### config.mk
export PLATFORM = sky130hd
export DESIGN_NAME = sseg_disp_mux
export DESIGN_NICKNAME = d
export VERILOG_FILES = /design/src/rtl/sseg_pkg.sv /design/src/rtl/sseg_refresh_cnt.sv /design/src/rtl/sseg_disp_mux.sv
export SDC_FILE = /design/constraint.sdc
export NUM_CORES = 1
export LEC_CHECK = 0
export CAP_MARGIN = 20
export CORE_UTILIZATION = 40
export DETAILED_ROUTE_END_ITERATION = 7
export SYNTH_ARGS = -nofsm -noshare
export SYNTH_HDL_FRONTEND = slang
export SYNTH_HIERARCHICAL = 1
export SYNTH_SLANG_ARGS = --single-unit
### constraint.sdc
create_clock -name clk -period 4.2 [get_ports clk]
set_clock_uncertainty 0.2 [all_clocks]
set_input_delay 0.84 -clock clk [delete_from_list [all_inputs] [get_ports clk]]
set_output_delay 0.84 -clock clk [all_outputs]
set_load 0.01 [all_outputs]
### src/rtl/sseg_pkg.sv
`default_nettype none
// ============================================================================
//  Module      : sseg_pkg
//  Description : Shared constants, pattern type and digit-enable helper for
//                the 4-digit multiplexed 7-segment display driver.
//  Revision    : 1.0  initial release
// ============================================================================
package sseg_pkg;

   localparam int         SSEG_NDIG = 4;
   localparam logic [7:0] SSEG_OFF  = 8'hFF;
   localparam logic [3:0] AN_OFF    = 4'b1111;

   // Active-low pattern: bit7 = dp, bits 6:0 = segments g..a
   typedef logic [7:0] sseg_pat_t;

   // One-hot-low digit enable for the selected digit
   function automatic logic [3:0] an_onehot(input logic [1:0] sel);
      return ~(4'b0001 << sel);
   endfunction

endpackage : sseg_pkg
`default_nettype wire

### src/rtl/sseg_refresh_cnt.sv
`default_nettype none
// ============================================================================
//  Module      : sseg_refresh_cnt
//  Description : Free-running N-bit refresh counter; the top two bits pick
//                the digit, the rest give the position inside the digit slot.
//  Revision    : 1.0  initial release
// ============================================================================
module sseg_refresh_cnt
   import sseg_pkg::*;
#(
   parameter int N = 18
) (
   input  logic                         clk,
   input  logic                         reset,
   output logic [N-1:0]                 o_q,
   output logic [$clog2(SSEG_NDIG)-1:0] o_sel,
   output logic                         o_frame_last,
   output logic [N-3:0]                 o_slot_pos
);

   logic [N-1:0] r_q;

   always_ff @(posedge clk) begin
      if (reset) begin
         r_q <= '0;
      end else begin
         r_q <= r_q + 1'b1;
      end
   end

   assign o_q          = r_q;
   assign o_sel        = r_q[N-1:N-2];
   assign o_frame_last = &r_q;
   assign o_slot_pos   = r_q[N-3:0];

endmodule : sseg_refresh_cnt
`default_nettype wire

### src/rtl/sseg_disp_mux.sv
`default_nettype none
// ============================================================================
//  Module      : sseg_disp_mux
//  Description : Time-multiplexed 4-digit common-anode 7-segment driver with
//                strobed, frame-aligned update of the displayed patterns.
//                Optional anti-ghost blanking at the start of each digit slot
//                is enabled by defining SSEG_GHOST_BLANK_EN.
//  Revision    : 1.0  initial release
// ============================================================================
module sseg_disp_mux
   import sseg_pkg::*;
#(
   parameter int N         = 18,
   parameter int BLANK_CYC = 64
) (
   input  logic       clk,
   input  logic       reset,
   input  logic [7:0] in0,
   input  logic [7:0] in1,
   input  logic [7:0] in2,
   input  logic [7:0] in3,
   input  logic       upd,
   output logic [3:0] an,
   output logic [7:0] sseg,
   output logic       frame_tick
);

   // Elaboration-time parameter sanity
   if (N < 3) begin : g_chk_n
      $error("sseg_disp_mux: N must be at least 3");
   end
   if (BLANK_CYC >= (2 ** (N - 2))) begin : g_chk_blank
      $error("sseg_disp_mux: BLANK_CYC must be smaller than one digit slot");
   end

   logic [N-1:0] w_unused_q;
   logic [1:0]   w_sel;
   logic         w_frame_last;
   logic [N-3:0] w_slot_pos;
   logic         w_frame_start;
   logic         w_blank;
   sseg_pat_t    w_in [SSEG_NDIG];

   sseg_pat_t    r_pend   [SSEG_NDIG];
   sseg_pat_t    r_active [SSEG_NDIG];
   logic         r_pend_vld;
   logic [3:0]   r_an;
   sseg_pat_t    r_sseg;
   logic         r_frame_tick;

   sseg_refresh_cnt #(
      .N (N)
   ) u_refresh_cnt (
      .clk          (clk),
      .reset        (reset),
      .o_q          (w_unused_q),
      .o_sel        (w_sel),
      .o_frame_last (w_frame_last),
      .o_slot_pos   (w_slot_pos)
   );

   assign w_in[0] = in0;
   assign w_in[1] = in1;
   assign w_in[2] = in2;
   assign w_in[3] = in3;

   assign w_frame_start = (w_sel == 2'd0) && (w_slot_pos == '0);

`ifdef SSEG_GHOST_BLANK_EN
   localparam logic [N-3:0] c_blank_cyc = BLANK_CYC[N-3:0];
   assign w_blank = (w_slot_pos < c_blank_cyc);
`else
   assign w_blank = 1'b0;
`endif

   // Displayed data only moves at the frame boundary; an update landing on
   // the boundary itself bypasses the pending stage so it is not lost.
   always_ff @(posedge clk) begin
      if (reset) begin
         for (int i = 0; i < SSEG_NDIG; i++) begin
            r_pend[i]   <= SSEG_OFF;
            r_active[i] <= SSEG_OFF;
         end
         r_pend_vld <= 1'b0;
      end else if (w_frame_last && upd) begin
         for (int i = 0; i < SSEG_NDIG; i++) begin
            r_active[i] <= w_in[i];
         end
         r_pend_vld <= 1'b0;
      end else if (w_frame_last && r_pend_vld) begin
         for (int i = 0; i < SSEG_NDIG; i++) begin
            r_active[i] <= r_pend[i];
         end
         r_pend_vld <= 1'b0;
      end else if (upd) begin
         for (int i = 0; i < SSEG_NDIG; i++) begin
            r_pend[i] <= w_in[i];
         end
         r_pend_vld <= 1'b1;
      end
   end

   always_ff @(posedge clk) begin
      if (reset) begin
         r_an         <= AN_OFF;
         r_sseg       <= SSEG_OFF;
         r_frame_tick <= 1'b0;
      end else begin
         r_frame_tick <= w_frame_start;
         if (w_blank) begin
            r_an   <= AN_OFF;
            r_sseg <= SSEG_OFF;
         end else begin
            r_an   <= an_onehot(w_sel);
            r_sseg <= r_active[w_sel];
         end
      end
   end

   assign an         = r_an;
   assign sseg       = r_sseg;
   assign frame_tick = r_frame_tick;

endmodule : sseg_disp_mux
`default_nettype wire
---- Yosys cells after proc, flatten, opt, wreduce, memory -nomap -nowiden ----
Memory sizes are Yosys's and may differ from the RTL's. A register that Yosys moved wholly into a read port is not among the register bits.
Cells that the tools add are included.
cells by class
  bitwise operators ....................... 13
  shifts and indexed selects .............. 1
  add/sub/neg operators ................... 1
  reduce and logical (&&, ||, !) cells .... 7
  muxes and demuxes ....................... 26
operators with widths
  cell                   number
  $mux 8                 12
  $add 18x1->18 const B  1
  $reduce_and 18->1      1
  $logic_not 16->1       1
  $mux 1                 14
  $or 1x1->1             12
  $not 4->4              1
  $shl 1x2->4 const A    1
  $logic_and 1x1->1      3
  $reduce_or 3->1        1
  $logic_not 2->1        1
storage, ports and cells
  output and inout bits ................... 13
  input port bits ......................... 35
  bits in writable memories ............... 64
  memories ................................ 2
  logic and storage cells ................. 54
  register bits ........................... 24
memory list
  name      depth  width  rd ports  clocked after memory_dff  write ports  RTL line             source
  r_active  4      8      1         1                         4            sseg_disp_mux.sv:45  sseg_pat_t r_active [SSEG_NDIG];
  r_pend    4      8      4         0                         4            sseg_disp_mux.sv:44  sseg_pat_t r_pend [SSEG_NDIG];

---- Longest topological paths before layout ----
Gate-level depths: netlist of run 1.
  depth after elaboration ................. 7
  gate-level depth with buffers ........... 9
  depth with buffers taken out ............ 7

---- Cells and area by module ----
The synthesis of run 1 kept the hierarchy.
by module, submodules not included
  module            cells an instance  instances  area each (um^2)  seq. area each (um^2)
  sseg_disp_mux     193                1          3124.2            2202.1
  sseg_refresh_cnt  106                1          925.9             360.3

---- Worst setup path before layout of run 1 ----
Ideal clock, no wire load.
  kind .................................... reg2reg
  from .................................... reg u_refresh_cnt.r_q[0] (netlist: u_refresh_cnt/o_q[0])
  to ...................................... mem r_active[0][0] (netlist name), enable pin
  path buffers ............................ 0
  required time ........................... 3608 ps
  period minus slack after synthesis ...... 2636 ps
  stages on the path, launching flop included .. 7
  library setup time ...................... 392 ps
  path slack .............................. 1564 ps
  arrival ................................. 2043 ps
  cell sequence ........................... dfxtp_1 ha_1 nand3_2 nor3_1 and3_1 inv_2 o21bai_1
RTL lines
  item                      RTL line                source
  start: declaration        sseg_refresh_cnt.sv:21  logic [N-1:0] r_q;
  start signal: assignment  sseg_refresh_cnt.sv:27  r_q <= r_q + 1'b1;
  end: declaration          sseg_disp_mux.sv:45

==> results.sh, run 1 <==
export IMPL_status="finished, final reports clean"
export IMPL_numCtsBuffers=9
export IMPL_place_congestion=0.750
export IMPL_grt_max_degree=40
export IMPL_htreeDepth=3
export IMPL_startpoint_type="flip-flop"
export IMPL_final_min_period_over_clock_period=0.761
export IMPL_start_util=0.414
export IMPL_cts_root_buf="clkbuf_8"
export IMPL_setup_ws_ns=1.00
export IMPL_dieArea_um2=10500
export IMPL_area_delta_synth_final_pct=16.9
export IMPL_die_w_um=103
export IMPL_critPathKind="reg2reg"
export IMPL_ant_nets=0
export IMPL_pwr_density_cell_nw_per_um2=365
export IMPL_grt_pass1_vias=2339
export IMPL_dp_hpwl_mm=4.90
export IMPL_cts_tree="yes"
export IMPL_netlist_instances=299
export IMPL_numPortBuffers=47
export IMPL_synth_cell_types=40
export IMPL_slew_headroom=0.372
export IMPL_grt_first_pass_wirelength_mm=12.4
export IMPL_postLayoutCellArea_um2=4740
export IMPL_wire_per_inst_um=16.4
export IMPL_nFillCells=912
export IMPL_drc=0
export IMPL_io_pins=48
export IMPL_row_count=36
export IMPL_drt_iter0_markers=62
export IMPL_cts_resized=0
export IMPL_hold_worst_slack_ns=0.299
export IMPL_nNetsFinal=367
export IMPL_syn_nets=335
export IMPL_leakage_nw=1.40
export IMPL_fin_crit_ns=3.20
export IMPL_dpl_worst_slack_ns=0.776
export IMPL_yosysWarnings=6
export IMPL_place_area_um2=4520
export IMPL_post_cts_setup_buffers=0
export IMPL_via_per_inst=5.07
export IMPL_clk_pin_slew_ns=0.09
export IMPL_regArea_um2=2560
export IMPL_synth_seq_cells=96
export IMPL_maxCapViolCount=0
export IMPL_multi_input_area_um2=1260
export IMPL_finalSetupViolations=0
export IMPL_min_path_type="reg2reg"
export IMPL_fmax_ghz=0.313
export IMPL_antenna_found_initial=0
export IMPL_ir_drop_mv=0.186
export IMPL_fin_tns_setup_ns=0
export IMPL_core_area_um2=9770
export IMPL_grt_total_usage=0.161
export IMPL_endpoint_kind="flip-flop"
export IMPL_syn_area_per_cell_um2=13.5
export IMPL_firstDrtPassIters=4
export IMPL_worst_path_max_fanout=21
export IMPL_yosysSeqAreaShare=0.633
export IMPL_insertion_delay_ns=0.36
export IMPL_rsz0062_at_grt="false"
export IMPL_worst_slew_pin_slew_ns=0.940
export IMPL_die_h_um=103
export IMPL_hold_violations=0
export IMPL_clockBufferDepth=2
export IMPL_vias=2377
export IMPL_reg2reg_depth=6
export IMPL_hold_buffers=0
export IMPL_cts_sinks=96
export IMPL_cp_arrival_ns=3.11
export IMPL_grt_overflow_total=0
export IMPL_min_path_cells=1
export IMPL_slew_viol_final=0
export IMPL_drive_gt1_frac=0.146
export IMPL_crit_required_ns=4.11
export IMPL_netlist_area_um2=4050
export IMPL_antenna_cells=0
export IMPL_wl_mm=7.68
==> per-stage QoR <==
step           instances  utilization  total power [mW]
6_report             469        0.485              1.73
5_1_grt              469        0.485              1.79
4_1_cts              468        0.482              1.74
3_5_place_dp         452        0.462              1.16
3_3_place_gp         452        0.462              1.16
2_1_floorplan        299            -              1.10
==> worst max-delay path, cell delays in order, from the launching register on <==
cell and delay, ns:
dfxtp_1 0.83, and3_1 0.31, and3_1 0.24, inv_2 0.08, or4b_1 0.80, buf_16 0.28, o22a_2 0.21
==> metal layers <==
| layer | GRT usage | wire length, µm | vias up |
|---|---|---|---|
| li1 | - | - | 1149 |
| met1 | 0.211 | 3510 | 1174 |
| met2 | 0.266 | 3830 | 45 |
| met3 | 0.0414 | 264 | 9 |
| met4 | 0.0451 | 74 | 0 |
| met5 | 0 | 0 | - |
==> logic make-up (layout without fill, tap and decap cells) <==
family	Yosys count	count (layout)	share of synthesized area
DFF	96	96	0.633
AOI/OAI and AO/OA	44	44	0.0893
muxes	9	9	0.0473
buffers and inverters	37	74	0.0571
xor gates and xnor gates	11	11	0.0238
adders and majority gates	1	1	0.00309
and+or+nand+nor	101	101	0.147
==> worst paths after layout <==
| path | start | endpoint | slack, ns |
|---|---|---|---|
| worst max-delay path | u_refresh_cnt/o_q[16]$_SDFF_PP0_ | r_active[1][1]$_SDFFCE_PP1P_ | 1.00 |
| worst min register to register | u_refresh_cnt/o_q[0]$_SDFF_PP0_ | u_refresh_cnt/o_q[0]$_SDFF_PP0_ | 0.30 |
| worst max register to register | u_refresh_cnt/o_q[16]$_SDFF_PP0_ | r_active[1][1]$_SDFFCE_PP1P_ | 1.00 |
| worst min-delay path | u_refresh_cnt/o_q[0]$_SDFF_PP0_ | u_refresh_cnt/o_q[0]$_SDFF_PP0_ | 0.30 |
==> final cells by class <==
cell class	count	area share
Tap cell	133	0.0351
Sequential cell	96	0.541
Clock buffer	10	0.0269
Inverter	4	0.00317
Multi-Input combinational cell	166	0.266
Timing Repair Buffer	54	0.115
Clock inverter	6	0.0127
==> power breakdown <==
group / internal [mW] / switching, mW
sequential: 1.03 / 0.0102
combinational: 0.0520 / 0.0450
clock: 0.273 / 0.314
==> cell usage in the layout (no fill, tap or decap), types with 3 or more instances in the layout <==
| cell type | Yosys | routed |
|---|---|---|
| clkbuf_8 | 0 | 9 |
| o22a_1 | 30 | 30 |
| mux4_2 | 8 | 8 |
| or2_2 | 8 | 8 |
| a21oi_1 | 4 | 4 |
| clkdlybuf4s50_1 | 0 | 47 |
| edfxtp_1 | 64 | 64 |
| nand3_1 | 3 | 3 |
| xnor2_1 | 10 | 10 |
| nand2_1 | 7 | 7 |
| dfxtp_1 | 32 | 32 |
| or3_1 | 3 | 3 |
| nor2_1 | 19 | 19 |
| nand2b_1 | 34 | 34 |
| nor4_1 | 8 | 8 |
| o21bai_1 | 3 | 3 |
| inv_1 | 3 | 3 |
| nor3_1 | 4 | 4 |
| buf_4 | 18 | 6 |
==> sequential cells by signal (all words and copies together) (netlist names) <==
register / count
r_active: 32
r_pend: 32
u_refresh_cnt/o_q: 18
sseg: 8
r_pend_vld: 1
an: 4
frame_tick: 1
==> Yosys cell counts (all sizes together) <==
cell type | count | area, µm²
a21o | 1 | 8.76
a21oi | 4 | 20.0
a31o | 2 | 17.5
and3 | 2 | 12.5
and4 | 1 | 8.76
buf | 24 | 183
clkbuf | 9 | 33.8
dfxtp | 32 | 641
edfxtp | 64 | 1920
ha | 1 | 12.5
inv | 4 | 15.0
mux2 | 1 | 11.3
mux4 | 8 | 180
nand2 | 7 | 26.3
nand2b | 34 | 213
nand3 | 5 | 35.0
nand3b | 2 | 15.0
nand4 | 2 | 18.8
nor2 | 19 | 71.3
nor2b | 2 | 12.5
nor3 | 5 | 36.3
nor3b | 1 | 7.51
nor4 | 8 | 50.1
o21ai | 2 | 10.0
o21bai | 3 | 22.5
o22a | 32 | 283
or2 | 8 | 50.1
or3 | 3 | 18.8
or3b | 1 | 8.76
or4b | 1 | 10.0
xnor2 | 10 | 87.6
xor2 | 1 | 8.76
Power figures use the tool's default switching activity.
==> inputs of run 2 (changes only) <==
clock period = 3.1 ns   (was 4.2 ns; I/O delays follow)
==> run 2 against run 1 <==
Via count grew 2.9%. Cell area is 1.3% higher. Setup slack got worse by 0.74 ns. Cell count rose by 1.3%. Flip-flop and latch count did not move. Global-route usage up 0.56 points. Die area unchanged. Non-clock buffer count rose by 6. Fmax increased by 13%. Sequential power up 36%. Utilization rose by 0.63 points. Routed wire length rose by 0.66%. Critical endpoint is now r_active[1][3]$_SDFFCE_PP1P_. Largest power group unchanged.
==> results.sh, run 2 (synthesis gave the netlist of run 1 again) <==
export IMPL_status="finished, final reports clean"
export IMPL_clk_pin_slew_ns=0.09
export IMPL_hold_violations=0
export IMPL_comb_power_share=0.055
export IMPL_min_path_type="reg2reg"
export IMPL_cp_arrival_ns=2.76
export IMPL_worst_slew_pin_slew_ns=0.917
export IMPL_dp_hpwl_mm=4.95
export IMPL_core_area_um2=9770
export IMPL_die_w_um=103
export IMPL_fin_crit_ns=2.84
export IMPL_drt_iter0_markers=127
export IMPL_slew_viol_final=0
export IMPL_area_delta_synth_final_pct=18.4
export IMPL_cts_tree="yes"
export IMPL_grt_first_pass_wirelength_mm=12.7
export IMPL_fin_util=0.491
export IMPL_hold_buffers=0
export IMPL_switchingPower_uw=501
export IMPL_drc=0
export IMPL_io_pins=48
export IMPL_nNetsFinal=373
export IMPL_wl_mm=7.73
export IMPL_worstPathCellList="ha_1, nand3_2, nor3_1, and3_1, inv_2, or4b_1, buf_4, o22a_1"
export IMPL_crit_required_ns=3.02
export IMPL_endpoint_kind="flip-flop"
export IMPL_ir_drop_mv=0.257
export IMPL_die_h_um=103
export IMPL_wire_per_inst_um=16.3
export IMPL_final_common_cell="edfxtp_1"
export IMPL_vias=2447
export IMPL_insertion_delay_ns=0.36
export IMPL_worst_path_max_fanout=20
export IMPL_swShare=0.207
export IMPL_nFillCells=873
export IMPL_min_from="u_refresh_cnt/o_q[0]$_SDFF_PP0_"
export IMPL_cts_root_buf="clkbuf_8"
export IMPL_antenna_cells=0
export IMPL_multi_input_area_um2=1260
export IMPL_firstDrtPassIters=4
export IMPL_clockBufferDepth=2
export IMPL_critPathLaunch="u_refresh_cnt/o_q[0]$_SDFF_PP0_"
export IMPL_numPortBuffers=47
export IMPL_antenna_found_initial=0
export IMPL_finalPower_mw=2.42
export IMPL_htreeDepth=3
export IMPL_clockPowerShare=0.362
export IMPL_met2_usage=0.274
export IMPL_fin_tns_setup_ns=0
export IMPL_maxCapViolCount=0
export IMPL_final_min_period_over_clock_period=0.916
export IMPL_startpoint_type="flip-flop"
export IMPL_fmax_ghz=0.352
export IMPL_finalSetupViolations=0
export IMPL_use_met1=0.217
export IMPL_start_util=0.414
export IMPL_hold_worst_slack_ns=0.294
export IMPL_regArea_um2=2560
export IMPL_post_cts_setup_buffers=0
export IMPL_grt_total_usage=0.167
export IMPL_numCtsBuffers=9
export IMPL_ant_nets=0
export IMPL_cpPeakStageDelay_ns=0.53
export IMPL_drive_gt1_frac=0.161
export IMPL_grt_pass1_vias=2411
export IMPL_grt_use_met3=0.0427
export IMPL_grt_overflow_total=0
export IMPL_slowest_stage="or4b_1"
export IMPL_place_congestion=0.764
export IMPL_pwr_density_cell_nw_per_um2=505
export IMPL_cts_resized=0
export IMPL_rsz0062_at_grt="false"
export IMPL_regToRegStartpoint="u_refresh_cnt/o_q[0]$_SDFF_PP0_"
export IMPL_cts_sinks=96
export IMPL_leakage_nw=1.43
export IMPL_slew_headroom=0.387
export IMPL_grt_busiest_layer="met2"
export IMPL_p_int_mw=1.92
export IMPL_via_per_inst=5.15
export IMPL_pwr_share_seq=0.583
export IMPL_final_cell_mix="64 x edfxtp_1, 47 x clkdlybuf4s50_1, 34 x nand2b_1"
export IMPL_critPathKind="reg2reg"
export IMPL_dieArea_um2=10500
export IMPL_row_count=36
export IMPL_grt_max_degree=40
run 2: power groups by stage:
stage          combinational [mW]  clock (mW)  sequential (mW)
6_report                    0.133       0.878             1.41
2_1_floorplan              0.0555           0             1.44
3_3_place_gp                0.134           0             1.44
4_1_cts                     0.137       0.898             1.41
3_5_place_dp                0.135           0             1.44
5_1_grt                     0.146       0.956             1.42
run 2: cell type report:
class / count / share of cell area
Clock buffer: 10 / 0.0266
Clock inverter: 6 / 0.0175
Inverter: 4 / 0.00313
Multi-Input combinational cell: 166 / 0.263
Sequential cell: 96 / 0.534
Tap cell: 133 / 0.0347
Timing Repair Buffer: 60 / 0.121
run 2: routing by layer:
layer | routed length [µm] | up-vias
li1 | - | 1163
met1 | 3470 | 1222
met2 | 3830 | 53
met3 | 341 | 9
met4 | 85 | 0
met5 | 0 | -
run 2: path summary, 6_finish.rpt:
check,endpoint,slack (ns),cells past startpoint
worst max-delay path,r_active[1][3]$_SDFFCE_PP1P_,0.26,8
worst min-delay path,u_refresh_cnt/o_q[0]$_SDFF_PP0_,0.29,1
worst max register to register,r_active[1][3]$_SDFFCE_PP1P_,0.26,8
worst min register to register,u_refresh_cnt/o_q[0]$_SDFF_PP0_,0.29,1
run 2: per-stage QoR:
stage               worst slack (ns)  std cells  cell area [µm²]
floorplan                      0.464        299             4050
global placement               0.356        459             4590
detailed placement             0.267        459             4590
CTS                            0.241        475             4800
global route                   0.115        475             4800
finish                         0.261        475             4800
run 2: critical path: cells and delay by family (launching register included):
kind	cells	cell delay, ns
and+or+nand+nor	4	1.24
DFF	1	0.41
AOI/OAI and AO/OA	1	0.20
buffers and inverters	2	0.32
adders and majority gates	1	0.22
